--- src/rtl/lze_seq.sv ---
// Round-trip sequencer for the LZE codec: feeds a buffered string to the encoder,
// captures the emitted triples, replays them as decode commands and checks the result.
module lze_seq #(
    parameter int          MAX_LEN = 16,
    parameter logic [7:0]  TERM    = 8'h45,
    parameter int          TIMEOUT = 1024
) (
    input  logic       clk,
    input  logic       reset,
    input  logic       wr_en,
    input  logic [7:0] str_data,
    input  logic       start,
    output logic       code_valid,
    output logic [3:0] code_pos,
    output logic [3:0] code_len,
    output logic [7:0] chardata,
    input  logic       valid,
    input  logic       encode,
    input  logic       busy,
    input  logic [3:0] offset,
    input  logic [3:0] match_len,
    input  logic [7:0] char_nxt,
    output logic       seq_busy,
    output logic       done,
    output logic       pass,
    output logic [4:0] err_cnt,
    output logic [4:0] trip_cnt,
    output logic [1:0] abort
);

    localparam int AW = $clog2(MAX_LEN);
    localparam int WW = $clog2(TIMEOUT + 1);

    typedef enum logic [2:0] {
        IDLE, ENC_FEED, ENC_WAIT, DEC_ISSUE, DEC_WAIT, DONE
    } state_t;

    state_t state, state_nxt;

    logic [7:0]    str_buf [MAX_LEN];
    logic [15:0]   trip    [MAX_LEN];
    logic [4:0]    wptr, idx, d, k, exp_cnt;
    logic [WW-1:0] wdog;
    logic          rearm;

    logic          start_ok, enc_hit, dec_hit, wd_fire, ovf;
    logic          last_byte, run_end, dec_mis, len_err;
    logic [4:0]    d_nxt, err_nxt;
    logic [5:0]    err_sum;
    logic [15:0]   cur_trip;
    logic          unused_busy;

    // busy from LZE is status only; sequencing relies on valid alone
    assign unused_busy = busy;

    assign start_ok  = start && (wptr != 5'd0) &&
                       (((state == IDLE) && !wr_en) || (state == DONE));
    assign enc_hit   = valid && encode;
    assign dec_hit   = valid && !encode;
    assign cur_trip  = trip[k[AW-1:0]];
    assign wd_fire   = ((state == ENC_WAIT) || (state == DEC_WAIT)) && !valid &&
                       (wdog == WW'(TIMEOUT - 1));
    assign ovf       = enc_hit && (char_nxt != TERM) && (trip_cnt == 5'(MAX_LEN - 1));

    // Decoded-byte checking: bytes past the string must be the terminator
    always_comb begin
        dec_mis = 1'b0;
        if (state == DEC_WAIT && valid) begin
            if (encode)
                dec_mis = 1'b1;
            else if (d < wptr)
                dec_mis = (char_nxt != str_buf[d[AW-1:0]]);
            else
                dec_mis = (char_nxt != TERM);
        end
    end

    assign d_nxt     = d + 5'((state == DEC_WAIT) && dec_hit && (d < wptr));
    assign last_byte = (state == DEC_WAIT) && dec_hit && (exp_cnt == 5'd1);
    assign run_end   = last_byte && (k + 5'd1 == trip_cnt);
    assign len_err   = run_end && (d_nxt != wptr);
    assign err_sum   = {1'b0, err_cnt} + 6'(dec_mis) + 6'(len_err);
    assign err_nxt   = (err_sum > 6'd31) ? 5'd31 : err_sum[4:0];

    always_ff @(posedge clk or negedge reset) begin
        if (!reset) state <= IDLE;
        else        state <= state_nxt;
    end

    always_comb begin
        state_nxt  = state;
        code_valid = 1'b0;
        code_pos   = 4'd0;
        code_len   = 4'd0;
        chardata   = 8'd0;
        case (state)
            IDLE: if (start_ok) state_nxt = ENC_FEED;
            ENC_FEED: begin
                code_valid = 1'b1;
                chardata   = str_buf[idx[AW-1:0]];
                if (idx + 5'd1 == wptr) state_nxt = ENC_WAIT;
            end
            ENC_WAIT: begin
                chardata = TERM;
                if (wd_fire)                             state_nxt = DONE;
                else if (enc_hit && (char_nxt == TERM))  state_nxt = DEC_ISSUE;
                else if (ovf)                            state_nxt = DONE;
            end
            DEC_ISSUE: begin
                code_valid = 1'b1;
                {code_pos, code_len, chardata} = cur_trip;
                state_nxt  = DEC_WAIT;
            end
            DEC_WAIT: begin
                {code_pos, code_len, chardata} = cur_trip;
                if (wd_fire)        state_nxt = DONE;
                else if (last_byte) state_nxt = run_end ? DONE : DEC_ISSUE;
            end
            DONE: if (start_ok) state_nxt = ENC_FEED;
            default: state_nxt = IDLE;
        endcase
    end

    assign seq_busy = (state != IDLE) && (state != DONE);
    assign done     = (state == DONE);

    // Buffers carry no reset; their contents are only read behind valid pointers
    always_ff @(posedge clk) begin
        if (state == IDLE && wr_en && wptr != 5'(MAX_LEN))
            str_buf[wptr[AW-1:0]] <= str_data;
        if (state == ENC_WAIT && enc_hit)
            trip[trip_cnt[AW-1:0]] <= {offset, match_len, char_nxt};
    end

    always_ff @(posedge clk or negedge reset) begin
        if (!reset) begin
            wptr     <= '0;
            idx      <= '0;
            d        <= '0;
            k        <= '0;
            exp_cnt  <= '0;
            wdog     <= '0;
            rearm    <= 1'b0;
            pass     <= 1'b0;
            err_cnt  <= '0;
            trip_cnt <= '0;
            abort    <= '0;
        end else begin
            if (state == IDLE && wr_en && wptr != 5'(MAX_LEN))
                wptr <= wptr + 5'd1;

            if (state_nxt != state || valid)
                wdog <= '0;
            else if (state == ENC_WAIT || state == DEC_WAIT)
                wdog <= wdog + WW'(1);

            case (state)
                ENC_FEED: idx <= idx + 5'd1;
                ENC_WAIT: begin
                    if (wd_fire) begin
                        abort <= 2'b10;
                    end else if (enc_hit) begin
                        trip_cnt <= trip_cnt + 5'd1;
                        if (char_nxt == TERM) begin
                            k <= '0;
                            d <= '0;
                        end else if (ovf) begin
                            abort <= 2'b01;
                        end
                    end
                end
                DEC_ISSUE: exp_cnt <= {1'b0, cur_trip[11:8]} + 5'd1;
                DEC_WAIT: begin
                    if (wd_fire) begin
                        abort <= 2'b10;
                    end else if (valid) begin
                        err_cnt <= err_nxt;
                        if (dec_hit) begin
                            exp_cnt <= exp_cnt - 5'd1;
                            d       <= d_nxt;
                        end
                        if (last_byte) k <= k + 5'd1;
                        if (run_end)   pass <= (err_nxt == 5'd0);
                    end
                end
                default: ;
            endcase

            // A rerun launched from DONE frees the buffer once it completes
            if (state_nxt == DONE && state != DONE && rearm) begin
                wptr  <= '0;
                rearm <= 1'b0;
            end

            if (start_ok) begin
                idx      <= '0;
                pass     <= 1'b0;
                err_cnt  <= '0;
                trip_cnt <= '0;
                abort    <= '0;
                rearm    <= (state == DONE);
            end
        end
    end

endmodule

--- config.mk ---
export PLATFORM = sky130hd
export DESIGN_NAME = lze_seq
export DESIGN_NICKNAME = d
export VERILOG_FILES = /design/src/rtl/lze_seq.sv
export SDC_FILE = /design/constraint.sdc
export NUM_CORES = 1
export LEC_CHECK = 0
export ABC_AREA = 1
export BUFFER_PORTS_ARGS = -buffer_cell sky130_fd_sc_hd__buf_2
export CORE_MARGIN = 2
export CORE_UTILIZATION = 50
export DETAILED_ROUTE_END_ITERATION = 8
export MAX_ROUTING_LAYER = met4
export PLACE_DENSITY = 0.66
export SKIP_LAST_GASP = 1
export SLEW_MARGIN = 20
export SYNTH_ARGS = -nofsm -noshare
export SYNTH_HDL_FRONTEND = slang
export SYNTH_SLANG_ARGS = --single-unit
--- constraint.sdc ---
create_clock -name clk -period 6.4 [get_ports clk]
set_clock_uncertainty 0.2 [all_clocks]
set_input_delay 1.28 -clock clk [delete_from_list [all_inputs] [get_ports clk]]
set_output_delay 1.28 -clock clk [all_outputs]
set_load 0.01 [all_outputs]
==> results of run 1 <==
-- cells by family (layout without fill, tap and decap cells) --
family                   after synthesis  count (layout)  share of synthesized area
AND/OR/NAND/NOR                      708             708                      0.152
AO/OA/AOI/OAI                        451             451                      0.128
flip-flops                           437             437                      0.638
buffers and inverters                272             340                     0.0528
XOR/XNOR                              31              31                     0.0135
adder cells (fa/ha/maj)               23              23                     0.0147
multiplexers                           1               1                   0.000497
other                                  0               1                          0
-- metal layers --
layer / vias to the layer above / wire length, um / track usage
met4: 0 / 1560 / 0.0885
met2: 577 / 26100 / 0.431
met5: - / 0 / -
met1: 7159 / 21100 / 0.329
met3: 118 / 3620 / 0.0395
li1: 6861 / - / -
-- worst max path at each step --
stage	slack (ns)	from	end	depth (start not counted)
floorplan	2.04	valid	pass$_DFFE_PN0P_	16
global placement	1.55	k[0]$_DFFE_PN0P_	chardata[6]	8
detailed placement	1.48	k[0]$_DFFE_PN0P_	chardata[6]	8
CTS	0.85	k[0]$_DFFE_PN0P_	chardata[6]	8
global route	0.62	k[0]$_DFFE_PN0P_	chardata[6]	8
finish	0.81	k[0]$_DFFE_PN0P_	chardata[6]	8
-- stage by stage --
step | area (um2) | utilization | hold WS, ns | total power, mW
3_5_place_dp | 21000 | 0.528 | 0.308 | 6.84
4_1_cts | 22600 | 0.568 | 0.321 | 9.68
5_1_grt | 22600 | 0.568 | 0.325 | 10.2
3_3_place_gp | 21000 | 0.527 | 0.290 | 6.75
2_1_floorplan | 20200 | - | 0.267 | 5.83
6_report | 22600 | 0.568 | 0.321 | 9.66
-- layout make-up --
type / count / area [um2] / area share
tap: 525 / 657 / 0.0291
clock buffer: 63 / 1260 / 0.0556
antenna: 1 / 2.50 / 0.000111
multi-input combinational: 1214 / 6290 / 0.279
sequential: 437 / 12900 / 0.570
clock inverter: 22 / 352 / 0.0156
timing repair buffer: 93 / 546 / 0.0242
inverter: 162 / 612 / 0.0271
-- cells in the mapped netlist, types with 5 or more instances --
cell / instances / area [um2]
sky130_fd_sc_hd__nand4_1: 9 / 56.3
sky130_fd_sc_hd__inv_2: 7 / 26.3
sky130_fd_sc_hd__a21oi_1: 97 / 485
sky130_fd_sc_hd__o21ai_0: 239 / 1200
sky130_fd_sc_hd__buf_1: 5 / 18.8
sky130_fd_sc_hd__xor2_1: 23 / 201
sky130_fd_sc_hd__edfxtp_1: 384 / 11500
sky130_fd_sc_hd__o211ai_1: 40 / 300
sky130_fd_sc_hd__o22ai_1: 17 / 106
sky130_fd_sc_hd__nand2_1: 202 / 758
sky130_fd_sc_hd__clkbuf_1: 77 / 289
sky130_fd_sc_hd__ha_1: 22 / 275
sky130_fd_sc_hd__nor2_2: 15 / 93.8
sky130_fd_sc_hd__buf_2: 27 / 135
sky130_fd_sc_hd__xnor2_1: 8 / 70.1
sky130_fd_sc_hd__dfrtp_1: 53 / 1330
sky130_fd_sc_hd__inv_1: 151 / 567
sky130_fd_sc_hd__nand3_1: 174 / 871
sky130_fd_sc_hd__nor3_1: 12 / 60.1
sky130_fd_sc_hd__nor2_1: 266 / 998
sky130_fd_sc_hd__or2_2: 13 / 81.3
sky130_fd_sc_hd__o221ai_1: 43 / 377
-- cells in the final DEF (no fill, tap or decap), types with 28 or more instances in the layout --
cell type,count
sky130_fd_sc_hd__clkbuf_16,47
sky130_fd_sc_hd__buf_2,61
sky130_fd_sc_hd__edfxtp_1,384
sky130_fd_sc_hd__dfrtp_1,49
sky130_fd_sc_hd__buf_4,32
sky130_fd_sc_hd__nor2_1,249
sky130_fd_sc_hd__inv_1,151
sky130_fd_sc_hd__nand2_1,202
sky130_fd_sc_hd__a21oi_1,97
sky130_fd_sc_hd__nor2_2,28
sky130_fd_sc_hd__o211ai_1,40
sky130_fd_sc_hd__nand3_1,174
sky130_fd_sc_hd__o221ai_1,43
sky130_fd_sc_hd__o21ai_0,239
-- power breakdown --
group	leakage [nW]	internal [mW]	total, mW	switching [mW]
clock	0.782	1.74	2.83	1.09
sequential	4.14	3.23	3.42	0.185
combinational	3.44	1.06	3.42	2.37
total	8.36	6.03	9.66	3.64
-- worst reg2reg max path, delay by kind of cell, from the launching register on --
family / cells / cell delay [ns]
adder cells (fa/ha/maj): 5 / 1.48
AO/OA/AOI/OAI: 5 / 1.30
AND/OR/NAND/NOR: 5 / 0.60
flip-flops: 1 / 0.54
XOR/XNOR: 2 / 0.31
buffers and inverters: 1 / 0.14
==> run metrics, run 1 <==
power density over the cells approximately 430 mW/mm2; initial antenna violation count 1; detailed-route via count between 10000 and 15000; class of the tightest hold or removal check reg2reg; measured slew at the worst slew-check pin about 1.2 ns; Initial Util 0.507; post-CTS resize count 0; ys async rst share 0.121; TritonCTS sink count approximately 440; critical path class reg2out; final count of negative-setup-slack endpoints 0; post-synthesis instance area just over 0.02 mm2; Post-Place Cells between 2000 and 2500; Min-Delay Endpoint idx[4]$_DFFE_PN0P_; clock edge transition at the registers on the reported setup and hold paths ~0.060 ns; TritonCTS clock tree yes; global-route wire length before repair roughly 80 mm; average wire length per cell after detail routing approximately 21 um; Total Routing Usage GR 0.260; port bufs 61; worst path required time 4.92 ns; family with the most delay on the worst path buffers and inverters; overall routed net length approximately 52 mm; worst reg2reg startpoint wptr[3]$_DFFE_PN0P_; Post-CTS Hold Fix Bufs 0; count of unresolved DRC violations after routing 0; number of nets still failing antenna checks after routing 0; max FFs per register about 260; register-to-register setup slack 1.73 ns; H-tree levels 2; hold_sp idx[4]$_DFFE_PN0P_; layout cell share with drive strength beyond 1 0.115; Most used DFF post-synth sky130_fd_sc_hd__edfxtp_1; cell with the largest stage delay on the worst path sky130_fd_sc_hd__clkinv_2; highest clock rate 179 MHz; number of iterations in the first detailed-routing pass 5; net count after synthesis a little under 2000; top-level I/O count 63; global-route congestion overflow total 0; post-synthesis cell type count 46; final worst path period need about 5.6 ns; die area ~0.042 mm2; clock tree buffer depth 3; final critical-path setup slack around 0.81 ns; crit-path cells clkinv_2 > buf_4 > o21ai_0 > o221ai_1 > nand3_1 > a21oi_1 > or3_1 > buf_2; maximum number of pins on one net before global-route repair 101; setup repair after global routing missed its margin false; total of max-cap violations 0; headroom to the max-slew limit 0.182; number of synthesized flops with an enable pin between 300 and 400; maximum ir drop on the vdd rail approximately 0.24 mV; Die H approximately 200 um; clock latency on the worst-skew pair between 0.5 and 0.6 ns; number of buffers created by CTS 46; final net count between 2000 and 2500; instance count along the most critical hold path 2; data arrival time of the critical path between 4 and 5 ns; clk root buf sky130_fd_sc_hd__clkbuf_16; endpoint class of the critical path output port; worst reg2reg path depth 18; count of endpoints failing hold in the final timing report 0; worst r2r dst pass$_DFFE_PN0P_; fill cell total of the finished layout between 3000 and 4000; Finished Layout Cells around 2500; result of the run completed; CP bufs+invs 3; syn avg cell area approximately 10 um2; via count of the first global-routing pass ~14000; LEAKAGE around 8.4 nW; count of mapped cells out of synthesis 1923; crit start category flip-flop; area growth from synthesis to layout 12.1%; TNS Setup 0 ns; area of the core region approximately 0.040 mm2; DR vias/cell 5.85; largest driver fanout on the critical path 60; post-route fraction of the period consumed by the critical path 0.874; # Post-CTS Setup Buffers 0; sum of net half-perimeters after detailed placement approximately 30 mm; pre-CTS setup slack about 1.5 ns; part of the Yosys area used for sequential elements 0.638; global placer's final weighted congestion 0.850; number of storage elements in the synthesis netlist 437; count of routing violations after the opening detailed-route iteration roughly 1200; die width a little over 200 um; warning count from the yosys run 0; Slew Limit Fails 0; delay of the slowest cell on the worst path 0.89 ns; Cell Rows 73
No activity file was read; power rests on OpenSTA's default activity.
==> run 2, diff against run 1 <==
- clock period: 6.4 -> 6.1 ns (I/O delays scaled with it)
==> run 2 against run 1 <==
Against the previous run: first-iteration DRC count up 2.7%; critical endpoint is now chardata[2]; power up 2.7%; clock power down 4%; worst hold slack worse by 0.021 ns; critical path depth up 1; combinational power up 6.4%; die area unchanged; cell count about the same; sequential power up 4%; via count down 0.69%; sequential share of layout area up 0.40 points.
==> run metrics, run 2 (synthesized netlist as in run 1, its figures left out) <==
sum of met2 wire segment lengths after detailed routing between 20 and 30 mm; overall routed net length about 52 mm; TritonCTS clock tree yes; Slew Limit Fails 0; setup repair after global routing missed its margin false; final worst path period need between 5 and 6 ns; result of the run completed; critical path class reg2out; post-CTS resize count 0; LEAKAGE 8.29 nW; measured slew at the worst slew-check pin about 1.1 ns; initial antenna violation count 0; number of iterations in the first detailed-routing pass 7; area growth from synthesis to layout 11.3%; sum of net half-perimeters after detailed placement roughly 31 mm; highest clock rate between 150 and 200 MHz; layout cell share with drive strength beyond 1 0.112; clock edge transition at the registers on the reported setup and hold paths about 0.060 ns; TritonCTS sink count about 440; maximum ir drop on the vdd rail 0.293 mV; worst reg2reg path depth 18; global-route congestion overflow total 0; maximum number of pins on one net before global-route repair 103; class of the tightest hold or removal check reg2reg; crit start category flip-flop; DR vias/cell ~5.8; post-route fraction of the period consumed by the critical path 0.842; max FFs per register between 200 and 300; instance count along the most critical hold path 2; count of endpoints failing hold in the final timing report 0; die area approximately 0.042 mm2; number of buffers created by CTS 46; most frequent standard cell in the layout excluding fill and tap cells sky130_fd_sc_hd__edfxtp_1; endpoint class of the critical path output port; global-route wire length before repair ~80 mm; count of routing violations after the opening detailed-route iteration between 1000 and 1500; number of nets still failing antenna checks after routing 0; area of the core region a little under 0.04 mm2; via count of the first global-routing pass about 14000; met3 routed wirelength about 3.5 mm; die width approximately 200 um; count of unresolved DRC violations after routing 0; top-level I/O count 63; Die H 205 um; H-tree levels 2; global placer's final weighted congestion around 0.89; highest routed metal layer met4; largest driver fanout on the critical path 50; Initial Util 0.507; post-layout util 0.564; worst path required time 4.68 ns; most frequent cells in the layout sky130_fd_sc_hd__edfxtp_1 (384), sky130_fd_sc_hd__nor2_1 (249), sky130_fd_sc_hd__o21ai_0 (239); WL met1 between 20 and 25 mm; data arrival time of the critical path 3.71 ns; total power draw between 9 and 10 mW; clk root buf sky130_fd_sc_hd__clkbuf_16; Total Routing Usage GR 0.260; clock latency on the worst-skew pair ~0.57 ns; final net count 2010; average wire length per cell after detail routing between 20 and 25 um; clock tree buffer depth 3; total of max-cap violations 0; headroom to the max-slew limit 0.243; detailed-route via count between 10000 and 15000; port bufs 61; final count of negative-setup-slack endpoints 0; Post-CTS Hold Fix Bufs 0; power density over the cells roughly 440 mW/mm2; TNS Setup 0 ns; # Post-CTS Setup Buffers 0; Cell Rows 73
run 2: changes by cell type in the layout (fill, tap and decap cells not counted):
cell | previous run | this run
sky130_fd_sc_hd__clkinv_2 | 7 | 6
sky130_fd_sc_hd__buf_4 | 32 | 34
sky130_fd_sc_hd__clkinv_1 | 8 | 17
sky130_fd_sc_hd__nor2_4 | 6 | 4
sky130_fd_sc_hd__inv_6 | 0 | 2
sky130_fd_sc_hd__bufinv_16 | 9 | 4
sky130_fd_sc_hd__nor2_2 | 28 | 30
sky130_fd_sc_hd__clkinv_8 | 2 | 0
sky130_fd_sc_hd__clkbuf_1 | 14 | 10
sky130_fd_sc_hd__clkinvlp_4 | 0 | 2
sky130_fd_sc_hd__clkbuf_8 | 2 | 0
run 2: path summary, 6_finish.rpt:
check,startpoint,end,slack (ns)
worst max-delay path,k[0]$_DFFE_PN0P_,chardata[2],0.97
worst min-delay path,idx[4]$_DFFE_PN0P_,idx[4]$_DFFE_PN0P_,0.30
worst max register to register,wptr[3]$_DFFE_PN0P_,pass$_DFFE_PN0P_,1.41
worst min register to register,idx[4]$_DFFE_PN0P_,idx[4]$_DFFE_PN0P_,0.30
max in group asynchronous,reset,k[0]$_DFFE_PN0P_,4.56
min in group asynchronous,reset,wdog[5]$_DFFE_PN0P_,0.58
run 2: worst max-delay path, cell delays in order (launching register included):
cell                       delay [ns]
sky130_fd_sc_hd__dfrtp_4         0.67
sky130_fd_sc_hd__clkinv_2        0.67
sky130_fd_sc_hd__buf_4           0.52
sky130_fd_sc_hd__o21ai_0         0.21
sky130_fd_sc_hd__o22a_1          0.15
sky130_fd_sc_hd__nand2_1         0.06
sky130_fd_sc_hd__o211ai_1        0.10
sky130_fd_sc_hd__a21oi_1         0.11
sky130_fd_sc_hd__or3_1           0.42
sky130_fd_sc_hd__buf_2           0.16
run 2: report_power, final:
group | total, mW | switching [mW] | internal (mW)
sequential | 3.57 | 0.181 | 3.39
combinational | 3.64 | 2.53 | 1.11
clock | 2.71 | 1.14 | 1.58
total | 9.92 | 3.84 | 6.08
run 2: per-stage QoR:
step | hold slack [ns] | setup slack, ns | cells | cell area, um2
5_1_grt | 0.327 | 0.775 | 2517 | 22400
4_1_cts | 0.308 | 0.924 | 2517 | 22400
6_report | 0.300 | 0.966 | 2518 | 22400
3_5_place_dp | 0.295 | 1.34 | 2433 | 21000
3_3_place_gp | 0.284 | 1.46 | 2433 | 21000
2_1_floorplan | 0.267 | 1.80 | 1923 | 20200
run 2: final cells by class:
| type | instances | area [um2] |
|---|---|---|
| Antenna cell | 1 | 2.50 |
| Fill cell | 3330 | 17300 |
| Timing Repair Buffer | 95 | 561 |
| Clock inverter | 27 | 230 |
| Multi-Input combinational cell | 1214 | 6280 |
| Clock buffer | 57 | 1210 |
| Tap cell | 525 | 657 |
| Sequential cell | 437 | 12900 |
| Inverter | 162 | 612 |
run 2: per-layer routing:
layer / vias to the layer above / global-route usage
met5: - / -
met4: 0 / 0.0942
met3: 112 / 0.0317
met2: 579 / 0.429
met1: 7053 / 0.333
li1: 6869 / -
